<file path="config.mk">
export PLATFORM = sky130hd
export DESIGN_NAME = cam_wr_packer_flat
export DESIGN_NICKNAME = d
export VERILOG_FILES = /design/src/rtl/cam_wr_packer_if.sv /design/src/rtl/cam_wr_packer.sv /design/src/flat_wrapper.sv
export SDC_FILE = /design/constraint.sdc
export NUM_CORES = 2
export LEC_CHECK = 0
export ABC_CLOCK_PERIOD_IN_PS = 37300
export CORE_UTILIZATION = 50
export CTS_CLUSTER_SIZE = 24
export DETAILED_ROUTE_END_ITERATION = 10
export PLACE_DENSITY = 0.7
export SLEW_MARGIN = 30
export SYNTH_ARGS = -nofsm -noshare
export SYNTH_HDL_FRONTEND = slang
export SYNTH_SLANG_ARGS = --single-unit
</file>
<file path="constraint.sdc">
create_clock -name clk_133M -period 37.3 [get_ports clk_133M]
set_input_delay 5.595 -clock clk_133M [delete_from_list [all_inputs] [get_ports clk_133M]]
set_output_delay 5.595 -clock clk_133M [all_outputs]
set_load 0.05 [all_outputs]
</file>
<file path="src/rtl/cam_wr_packer_if.sv">
// cam_wr_packer_if: write-request bus between the camera packer and the DDR
// request arbiter's camera write port.
//   camera_wr_req      1-cycle write request (packer -> arbiter)
//   camera_wr_address  25-bit word address, valid with req
//   camera_wr_data     256-bit word data, valid with req
//   busy               arbiter back-pressure (arbiter -> packer)
interface cam_wr_packer_if;
  logic         camera_wr_req;
  logic [24:0]  camera_wr_address;
  logic [255:0] camera_wr_data;
  logic         busy;

  modport master (
    output camera_wr_req,
    output camera_wr_address,
    output camera_wr_data,
    input  busy
  );

  modport slave (
    input  camera_wr_req,
    input  camera_wr_address,
    input  camera_wr_data,
    output busy
  );
endinterface

</file>
<file path="src/rtl/cam_wr_packer.sv">
// cam_wr_packer: packs the camera pixel stream into 256-bit DDR words and
// issues one write request per word through a 2-entry word buffer.
//
// Ports:
//   clk_133M, rst_n_133M   clock, synchronous active-low reset
//   init_done              DDR ready; frames starting while low are ignored
//   frame_start/frame_end  frame delimiters (1-cycle pulses)
//   pix_valid, pix_data    pixel strobe and value
//   exposure_sel           exposure buffer index, latched at frame_start
//   wr_bus                 write-request bus (req/address/data out, busy in)
//   frame_done             pulse when the last word of a frame has issued
//   overflow               sticky word-drop flag, cleared by frame_start
//   drop_cnt, frame_cnt    statistics counters
//
// Build option: define CAM_WR_PACKER_STATS_EN to make drop_cnt/frame_cnt
// live; otherwise both are tied to zero.
//
// state  | meaning
// IDLE   | waiting for frame_start with init_done
// ACTIVE | packing pixels into words
// FLUSH  | one cycle: push the partial word if any pixels are pending
// DRAIN  | waiting for the word buffer to empty; frame_done on exit
module cam_wr_packer #(
  parameter int          PIX_W        = 16,
  parameter int          ADDR_STEP    = 16,
  parameter logic [24:0] FRAME_STRIDE = 25'h0040000,
  parameter logic [24:0] BASE_ADDR    = 25'h0000000
) (
  input  logic               clk_133M,
  input  logic               rst_n_133M,
  input  logic               init_done,
  input  logic               frame_start,
  input  logic               frame_end,
  input  logic               pix_valid,
  input  logic [PIX_W-1:0]   pix_data,
  input  logic [1:0]         exposure_sel,
  cam_wr_packer_if.master    wr_bus,
  output logic               frame_done,
  output logic               overflow,
  output logic [15:0]        drop_cnt,
  output logic [15:0]        frame_cnt
);

  localparam int WORD_W   = 256;
  localparam int WORD_PIX = WORD_W / PIX_W;
  localparam int IDX_W    = (WORD_PIX > 1) ? $clog2(WORD_PIX) : 1;
  localparam logic [IDX_W-1:0] LAST_IDX = IDX_W'(WORD_PIX - 1);
  localparam logic [24:0]      STEP     = 25'(ADDR_STEP);

  typedef enum logic [1:0] {IDLE, ACTIVE, FLUSH, DRAIN} state_t;
  state_t state, state_nxt;

  logic [IDX_W-1:0]  pix_idx;
  logic [WORD_W-1:0] acc, acc_ins, push_data;
  logic [24:0]       word_addr;

  logic [24:0]       fifo_addr [2];
  logic [WORD_W-1:0] fifo_data [2];
  logic              rd_ptr, wr_ptr;
  logic [1:0]        fifo_cnt;

  logic              req, req_q;
  logic [24:0]       last_addr;
  logic [WORD_W-1:0] last_data;

  logic start_ok, word_done, push_req, push_ok, fifo_full, drop;

  assign start_ok = (state == IDLE) && frame_start && init_done;

  // Current word with the incoming pixel dropped into its lane.
  always_comb begin
    acc_ins = acc;
    for (int k = 0; k < WORD_PIX; k++) begin
      if (pix_idx == IDX_W'(k)) acc_ins[k*PIX_W +: PIX_W] = pix_data;
    end
  end

  assign word_done = (state == ACTIVE) && pix_valid && (pix_idx == LAST_IDX);
  assign push_req  = word_done || ((state == FLUSH) && (pix_idx != '0));
  // Lanes above the last pixel are already zero because acc clears per word.
  assign push_data = word_done ? acc_ins : acc;

  // Issue needs an idle cycle after every request; pop shares the req cycle,
  // so a push into a full buffer in that same cycle still fits.
  assign fifo_full = (fifo_cnt == 2'd2);
  assign req       = (fifo_cnt != 2'd0) && !wr_bus.busy && !req_q;
  assign push_ok   = push_req && (!fifo_full || req);
  assign drop      = push_req && fifo_full && !req;

  assign wr_bus.camera_wr_req     = req;
  assign wr_bus.camera_wr_address = req ? fifo_addr[rd_ptr] : last_addr;
  assign wr_bus.camera_wr_data    = req ? fifo_data[rd_ptr] : last_data;

  always_ff @(posedge clk_133M) begin
    if (push_ok) begin
      fifo_addr[wr_ptr] <= word_addr;
      fifo_data[wr_ptr] <= push_data;
    end
  end

  always_ff @(posedge clk_133M) begin
    if (!rst_n_133M) begin
      rd_ptr    <= 1'b0;
      wr_ptr    <= 1'b0;
      fifo_cnt  <= 2'd0;
      req_q     <= 1'b0;
      last_addr <= '0;
      last_data <= '0;
    end else begin
      req_q <= req;
      if (push_ok) wr_ptr <= ~wr_ptr;
      if (req) begin
        rd_ptr    <= ~rd_ptr;
        last_addr <= fifo_addr[rd_ptr];
        last_data <= fifo_data[rd_ptr];
      end
      case ({push_ok, req})
        2'b10:   fifo_cnt <= fifo_cnt + 2'd1;
        2'b01:   fifo_cnt <= fifo_cnt - 2'd1;
        default: fifo_cnt <= fifo_cnt;
      endcase
    end
  end

  // Packing datapath. The word address advances on every completed word,
  // dropped or not, so later words keep their place in the frame buffer.
  always_ff @(posedge clk_133M) begin
    if (!rst_n_133M) begin
      pix_idx   <= '0;
      acc       <= '0;
      word_addr <= '0;
      overflow  <= 1'b0;
    end else begin
      if (start_ok) begin
        word_addr <= BASE_ADDR + FRAME_STRIDE * 25'(exposure_sel);
        pix_idx   <= '0;
        acc       <= '0;
        overflow  <= 1'b0;
      end else if ((state == ACTIVE) && pix_valid) begin
        if (word_done) begin
          pix_idx   <= '0;
          acc       <= '0;
          word_addr <= word_addr + STEP;
        end else begin
          pix_idx <= pix_idx + IDX_W'(1);
          acc     <= acc_ins;
        end
      end else if (state == FLUSH) begin
        pix_idx <= '0;
        acc     <= '0;
      end
      if (drop) overflow <= 1'b1;
    end
  end

  always_ff @(posedge clk_133M) begin
    if (!rst_n_133M) state <= IDLE;
    else             state <= state_nxt;
  end

  always_comb begin
    state_nxt  = state;
    frame_done = 1'b0;
    case (state)
      IDLE:   if (start_ok) state_nxt = ACTIVE;
      ACTIVE: if (frame_end) state_nxt = FLUSH;
      FLUSH:  state_nxt = DRAIN;
      DRAIN: begin
        // An empty buffer also means no request can be in flight.
        if (fifo_cnt == 2'd0) begin
          state_nxt  = IDLE;
          frame_done = 1'b1;
        end
      end
      default: state_nxt = IDLE;
    endcase
  end

`ifdef CAM_WR_PACKER_STATS_EN
  logic [15:0] drop_q, frame_q;

  always_ff @(posedge clk_133M) begin
    if (!rst_n_133M) begin
      drop_q  <= '0;
      frame_q <= '0;
    end else begin
      if (drop && (drop_q != 16'hFFFF)) drop_q <= drop_q + 16'd1;
      if (frame_done) frame_q <= frame_q + 16'd1;
    end
  end

  assign drop_cnt  = drop_q;
  assign frame_cnt = frame_q;
`else
  assign drop_cnt  = '0;
  assign frame_cnt = '0;
`endif

endmodule

</file>
<file path="src/flat_wrapper.sv">
// flat-port wrapper written by rule: the top's interface ports become plain ports
module cam_wr_packer_flat 
#(
  parameter int          PIX_W        = 16,
  parameter int          ADDR_STEP    = 16,
  parameter logic [24:0] FRAME_STRIDE = 25'h0040000,
  parameter logic [24:0] BASE_ADDR    = 25'h0000000
)
  (clk_133M, rst_n_133M, init_done, frame_start, frame_end, pix_valid, pix_data, exposure_sel, frame_done, overflow, drop_cnt, frame_cnt, wr_bus_camera_wr_req, wr_bus_camera_wr_address, wr_bus_camera_wr_data, wr_bus_busy);
  cam_wr_packer_if wr_bus_i ();
  input  logic clk_133M;
  input  logic rst_n_133M;
  input  logic init_done;
  input  logic frame_start;
  input  logic frame_end;
  input  logic pix_valid;
  input  logic [PIX_W-1:0] pix_data;
  input  logic [1:0] exposure_sel;
  output logic frame_done;
  output logic overflow;
  output logic [15:0] drop_cnt;
  output logic [15:0] frame_cnt;
  output wire logic [$bits(wr_bus_i.camera_wr_req)-1:0] wr_bus_camera_wr_req;
  output wire logic [$bits(wr_bus_i.camera_wr_address)-1:0] wr_bus_camera_wr_address;
  output wire logic [$bits(wr_bus_i.camera_wr_data)-1:0] wr_bus_camera_wr_data;
  input wire logic [$bits(wr_bus_i.busy)-1:0] wr_bus_busy;
  assign wr_bus_camera_wr_req = wr_bus_i.camera_wr_req;
  assign wr_bus_camera_wr_address = wr_bus_i.camera_wr_address;
  assign wr_bus_camera_wr_data = wr_bus_i.camera_wr_data;
  assign wr_bus_i.busy = wr_bus_busy;
  cam_wr_packer #(.PIX_W(PIX_W), .ADDR_STEP(ADDR_STEP), .FRAME_STRIDE(FRAME_STRIDE), .BASE_ADDR(BASE_ADDR)) u_core (.clk_133M(clk_133M), .rst_n_133M(rst_n_133M), .init_done(init_done), .frame_start(frame_start), .frame_end(frame_end), .pix_valid(pix_valid), .pix_data(pix_data), .exposure_sel(exposure_sel), .wr_bus(wr_bus_i), .frame_done(frame_done), .overflow(overflow), .drop_cnt(drop_cnt), .frame_cnt(frame_cnt));
endmodule
</file>
Yosys cells after proc, flatten, opt, wreduce, memory -nomap -nowiden
Memory sizes are Yosys's and may differ from the RTL's. A register that Yosys moved wholly into a read port is not among the register bits.
Cells that the tools add are included.
{"block": "totals", "output_inout_bits": 316, "elab_cells": 118, "mem_count": 2, "mem_bits_rw": 562, "inputBits": 25, "register_bits": 574}
{"block": "classes", "n_reduce_logical": 30, "add_sub_neg": 4, "eq_ne": 24, "n_mux": 43, "n_bitwise": 3}
{"memory": "u_core.fifo_data", "depth": 2, "word_bits": 256, "rd": 1, "rd_clocked_by_memory_dff": 1, "write_ports": 1, "line": "cam_wr_packer.sv:58", "rtl": "logic [WORD_W-1:0] fifo_data [2];"}
{"memory": "u_core.fifo_addr", "depth": 2, "word_bits": 25, "rd": 1, "rd_clocked_by_memory_dff": 1, "write_ports": 1, "line": "cam_wr_packer.sv:57", "rtl": "logic [24:0] fifo_addr [2];"}
{"operator": "256-bit 2-to-1 mux", "n": 5}
{"operator": "16-bit 2-to-1 mux", "n": 16}
{"operator": "20-bit 2-to-1 mux", "n": 3}
{"operator": "4-bit equality test, second input constant", "n": 8}
{"operator": "25-bit by 5-bit adder with 25-bit output, second input constant", "n": 1}
{"operator": "25-bit 2-to-1 mux", "n": 1}
{"operator": "4-bit by 3-bit equality test with 1-bit output, second input constant", "n": 4}
{"operator": "4-bit 2-to-1 mux", "n": 3}
{"operator": "2-bit nonzero test", "n": 6}
{"operator": "1-bit logical AND", "n": 10}
{"operator": "1-bit 2-to-1 mux", "n": 10}
{"operator": "2-bit equality test, second input constant", "n": 4}
{"operator": "4-bit by 2-bit equality test with 1-bit output, second input constant", "n": 2}
{"operator": "2-bit one-hot mux with 4 select lines", "n": 1}
{"operator": "2-bit 2-to-1 mux", "n": 3}
{"operator": "4-bit by 1-bit adder with 4-bit output, second input constant", "n": 1}
{"operator": "2-bit by 1-bit equality test with 1-bit output, second input constant", "n": 2}
{"operator": "4-bit by 1-bit equality test with 1-bit output, second input constant", "n": 1}
{"operator": "1-bit logical NOT", "n": 4}
{"operator": "2-bit logical NOT", "n": 2}
{"operator": "4-bit logical NOT", "n": 1}
{"operator": "2-bit by 1-bit inequality test with 1-bit output, second input constant", "n": 2}
{"operator": "2-bit one-hot mux with 2 select lines", "n": 1}
{"operator": "2-bit AND reduction", "n": 2}
{"operator": "other kinds (8)", "n": 11}

Depth between registers and ports, before layout
{"block": "depth", "word_depth": 7, "depth_mapped": 10, "ltp_nobuf": 9}

Least setup slack after synthesis
Ideal clock, no wire load.
{"block": "synth_path", "path_type": "input to register", "startpoint": "input pix_valid", "endpoint": "memory u_core.fifo_addr[1][10], enable pin", "required_time_ns": 36.380, "path_buffers": 1, "setup_ns": 0.920, "path_slack_ns": 18.557, "arrival_time_ns": 17.823, "path_stages": 5, "path_cell_list": "and3_1 -> buf_2 -> a22oi_1 -> or2_2 -> nor2_1"}
{"block": "synth_via", "elab_chain_cells": 6}
{"item": "start, declared", "line": "flat_wrapper.sv:16", "rtl": "input logic pix_valid;"}
{"item": "1-bit logical AND (2 in series)", "line": "cam_wr_packer.sv:78", "rtl": "assign word_done = (state == ACTIVE) && pix_valid && (pix_idx == LAST_IDX);"}
{"item": "1-bit logical OR", "line": "cam_wr_packer.sv:79", "rtl": "assign push_req = word_done || ((state == FLUSH) && (pix_idx != '0));"}
{"item": "1-bit logical AND", "line": "cam_wr_packer.sv:87", "rtl": "assign push_ok = push_req && (!fifo_full || req);"}
{"item": "1-bit 2-to-1 mux", "line": "cam_wr_packer.sv:95", "rtl": "if (push_ok) begin"}
{"item": "1-bit 2-to-1 mux (not written as such)", "line": "cam_wr_packer.sv:96", "rtl": "fifo_addr[wr_ptr] <= word_addr;"}
{"item": "end, declared", "line": "cam_wr_packer.sv:57"}
No other way between the ends.

Final worst setup path
{"block": "layout_path", "startpoint": "input wr_bus_busy", "endpoint": "output wr_bus_camera_wr_data[150]"}
{"block": "layout_via", "elab_chain_cells": 4}
{"item": "start, declared", "line": "flat_wrapper.sv:26", "rtl": "input wire logic [$bits(wr_bus_i.busy)-1:0] wr_bus_busy;"}
{"item": "1-bit logical NOT", "line": "cam_wr_packer.sv:86", "rtl": "assign req = (fifo_cnt != 2'd0) && !wr_bus.busy && !req_q;"}
{"item": "1-bit logical AND (2 in series)", "line": "cam_wr_packer.sv:86"}
{"item": "256-bit 2-to-1 mux", "line": "cam_wr_packer.sv:92", "rtl": "assign wr_bus.camera_wr_data = req ? fifo_data[rd_ptr] : last_data;"}
{"item": "end, declared", "line": "flat_wrapper.sv:25", "rtl": "output wire logic [$bits(wr_bus_i.camera_wr_data)-1:0] wr_bus_camera_wr_data;"}
No other way between the ends.

==> results.txt <==
----------------------------------------------------
[Outcome]
  Run status ... finished clean

[Die]
  DIE AREA ... roughly 86000 µm²
  # IOs ... between 300 and 400
  Initial cell density of the core ... approximately half
  Die Y ... slightly below 300 µm
  Placeable core area ... about 84000 µm²
  Row Count ... roughly 110
  Die width ... 293 µm

[Yosys]
  Number of enable-type register cells in the synthesized netlist ... roughly 550
  Syn Inst Count ... between 3k and 4k
  Fraction of the yosys area taken by sequential cells ... between 60% and 70%
  Warning count from the yosys run ... 0
  Post-synthesis register bit count ... 1125
  Library cell occupying the most area in the post-synthesis netlist ... edfxtp_1
  Main area contributors after synthesis ... edfxtp_1 (39%), dfxtp_1 (27%), mux2i_1 (6.6%)
  Primary FF master, synth ... dfxtp_1
  Avg Synthesized Cell Area ... between 10 and 15 µm²
  Post-Synthesis Cell Area ... approximately 42000 µm²
  Synth async-reset ratio ... 0%
  Count of distinct cell types in the synthesized netlist ... 50
  Top cell type's share of synthesized area ... around two fifths

[Global routing]
  Antenna violations before repair ... 2
  Combined global-route utilization of all metal layers ... 22.7%
  Gr ovfl total ... 0
  Wire length of the first global-routing pass ... 148000 µm
  Via count of the first global-routing pass ... around 24k
  Pin count of the biggest net entering global routing ... between 200 and 250

[Route]
  Number of detailed-route iterations in the first pass ... 6
  Total number of vias ... 26.4k
  Antenna violation net count after detailed routing ... 0
  Via count normalized by instance count ... around 5.7
  Post-detailed-routing wire length ... around 100000 µm
  Post-route DRC violation count ... 0
  Number of design-rule violations left by the first detailed-router iteration ... roughly 2.1k
  Average wire per cell in the routed design ... roughly 21 µm

[Critical path]
  Critical Path RT ... ~32000 ps
  Critical path data arrival time ... 9810 ps
  Slowest stage delay, CP ... between 800 and 900 ps
  Worst Setup Start Kind ... input port
  Cell-by-cell trace of the critical path ... clkdlybuf4s50_1 > nor2_1 > o21ai_1 > inv_8 > buf_6 > buf_6 > nor2_1 > a21oi_1 > clkdlybuf4s50_1
  Crit-path slowest cell ... clkdlybuf4s50_1
  Critical path startpoint ... wr_bus_busy
  Crit. End Element ... primary output
  Maximum fanout along the worst path ... 177
  Worst r2r src ... u_core.state[1]$_SDFFE_PN0P_
  CP Class ... in2out

[Clocking]
  Clock tree from TritonCTS ... done
  Root Buffer ... clkbuf_16
  Sinks on Clock Net ... 1125
  Max Root-Sink Buffers ... 3
  Post-cts sizing count ... 0
  Post-CTS setup repair buffer count ... 0
  Post-cts hold buffer count ... 0
  Clk pin slew, worst setup/hold paths ... around 60 ps
  Clk_lat worst skew ... between 600 and 700 ps
  Number of CTS-inserted buffers ... 112
  Total number of H-tree levels ... 3

[Placement]
  Routability Congestion ... roughly 0.74
  Port Buf Inserts ... around 300
  Total cell area at the placement stage ... roughly 45000 µm²
  Total half-perimeter wirelength after legalization and detailed placement ... between 50000 and 60000 µm

[Final layout]
  Share of layout cells above drive strength 1 ... between 8 and 9%
  Combined area of the multi-input logic cells ... around 12000 µm²
  Finished layout cell area ... about 50000 µm²
  Layout Area Growth over Synthesis ... 15.9%
  Final net count ... between 3k and 4k
  FF/Latch Area ... approximately 28000 µm²
  Filler cell count in the final layout ... roughly 6.7k

[STA]
  Top achievable clock speed ... 0.0649 GHz
  Setup TNS after final layout ... 0 ps
  Portion of the clock cycle consumed by the worst path in the final layout ... between 40% and 50%
  Final number of hold-violating endpoints ... 0
  Final Slew Violations ... 0
  Number of endpoints failing setup at the final stage ... 0
  Unrepaired setup endpoints after global routing ... false
  Clock period minus worst slack ... 15400 ps
  Worst Skew ... ~18 ps
  Slew margin rel. ... roughly 28%
  Transition at the pin with the smallest max-transition slack ... about 1100 ps

[Pwr]
  Relative contribution of sequential cells to total power ... a little under half
  Net load switching power ... about 0.73 mW
  Static leakage ... 16.2 nW
  Portion of total power attributed to combinational logic ... around an eighth
  Clock network fraction of design power ... between 40% and 50%
  Worst IR drop on VDD ... ~0.041 mV
  Cell Pwr Density ... 57.6 nW/µm²
  Overall Power ... between 2 and 3 mW
  Switching share of power ... a little over a quarter
  Internal portion of total power ... 2.08 mW

[Flow run]
  Count of maximum capacitance violations ... 0

[Min path]
  Worst hold path type ... reg2reg
  Start point of the worst min-delay path ... u_core.acc[36]$_SDFFE_PP0P_

----------------------------------------------------
-- power groups by stage --
stage	registers, mW	logic, mW	clock network [mW]
finish	1.32	0.343	1.16
global route	1.32	0.361	1.23
CTS	1.32	0.345	1.18
detailed placement	1.34	0.344	0
global placement	1.34	0.342	0
floorplan	1.34	0.231	0
-- worst max-delay path: cells and delay by family --
kind / cells / cell delay, ps
compound gates: 2 / 440
simple gates: 2 / 270
buf+inv: 5 / 3310
-- path summary, 6_finish.rpt --
kind	end	depth (start not counted)	slack, ps
worst max-delay path	wr_bus_camera_wr_data[150]	9	21900
worst min-delay path	u_core.fifo_data[1][36]$_DFFE_PP_	0	450
worst max register to register	u_core.fifo_data[1][137]$_DFFE_PP_	9	32450
worst min register to register	u_core.fifo_data[1][36]$_DFFE_PP_	0	450
-- flip-flops by register name, indices dropped and copies added, names as in the netlist, named ones only --
register / flops
u_core.fifo_data: 512
u_core.acc: 256
u_core.last_data: 256
u_core.fifo_addr: 42
u_core.last_addr: 25
u_core.word_addr: 21
u_core.pix_idx: 4
u_core.fifo_cnt: 2
u_core.state: 2
u_core.overflow: 1
u_core.rd_ptr: 1
u_core.req_q: 1
u_core.wr_ptr: 1
-- per-stage QoR --
| stage | hold slack, ps | utilization (%) | cells | setup slack [ps] |
|---|---|---|---|---|
| 5_1_grt | 462 | 58.6 | 4644 | 21550 |
| 4_1_cts | 449 | 58.6 | 4643 | 21490 |
| 3_5_place_dp | 438 | 54.0 | 4431 | 21500 |
| 3_3_place_gp | 430 | 53.9 | 4429 | 21620 |
| 2_1_floorplan | 436 | - | 3505 | 18560 |
| 6_report | 453 | 58.6 | 4645 | 21900 |
-- layout by cell type, fill, tap and decap left out, types with 11 or more instances in the layout --
cell             netlist  final
buf_2                 42     16
clkbuf_8               0     13
dfxtp_1              571    570
o21ai_0               14     14
clkdlybuf4s50_1        0    292
clkinv_1               0     12
mux2i_1              278    278
buf_4                 32     25
a22oi_1              161    161
inv_1                 12     11
clkbuf_16              0    114
mux2_2                49     49
conb_1                 1     32
nand2_1               62     60
ha_1                  11     11
a21oi_1              300    299
clkinv_2               0     20
a32o_1                48     48
nor2_1               458    455
nand3_1               22     22
clkbuf_1             405     24
edfxtp_1             554    554
a22o_1                32     32
a211oi_1             278    278
or3_1                 14     14
bufinv_16              0     14
and3_1                35     35
-- area by class of cell --
cell class / instances / area share, %
diodes: 2 / 0.0102
clock buffers: 151 / 6.38
clock inverters: 61 / 1.47
inverters: 14 / 0.153
multi-input cells: 1867 / 25.0
flip-flops and latches: 1125 / 57.3
well taps: 1080 / 2.76
repair buffers: 345 / 6.90
-- synth_stat cells (2+ instances only) --
cell        n
buf_1      19
a22o_1     32
edfxtp_1  554
nor3b_1     3
or3_1      14
o31ai_1     4
and4_1      2
nor3_1      6
a22oi_1   161
a21oi_1   300
a32o_1     48
or2_2       2
and2_1      8
buf_4      32
nand3_1    22
o31ai_2     8
and3_1     35
a31oi_1     2
nand4_1     4
ha_1       11
nor2_1    458
buf_2      42
and3b_1     6
nand2_1    62
clkbuf_1  405
xnor2_1     7
or4_1       4
xor2_1      3
dfxtp_1   571
a211oi_1  278
nor2b_1     2
mux2_2     49
inv_1      12
mux2i_1   278
inv_2       2
o21ai_0    14
-- logic make-up (layout without fill, tap and decap cells) --
logic type      Yosys count  after routing  synth area share, %
other cells               1             34              0.00888
compound gates          853            853                 13.8
flops                  1125           1125                 66.5
mux                     327            327                 7.90
fa+ha+maj                11             11                0.326
xor+xnor                 10             10                0.207
simple gates            634            634                 6.34
buf+inv                 513            571                 4.97
-- per-layer routing --
layer / part of all wire (%) / GRT usage, %
met3: 5.5 / 3.38
met1: 43 / 30.4
met2: 49 / 37.8
met4: 2.5 / 7.48
met5: 0 / 0
Power figures use the tool's default switching activity.
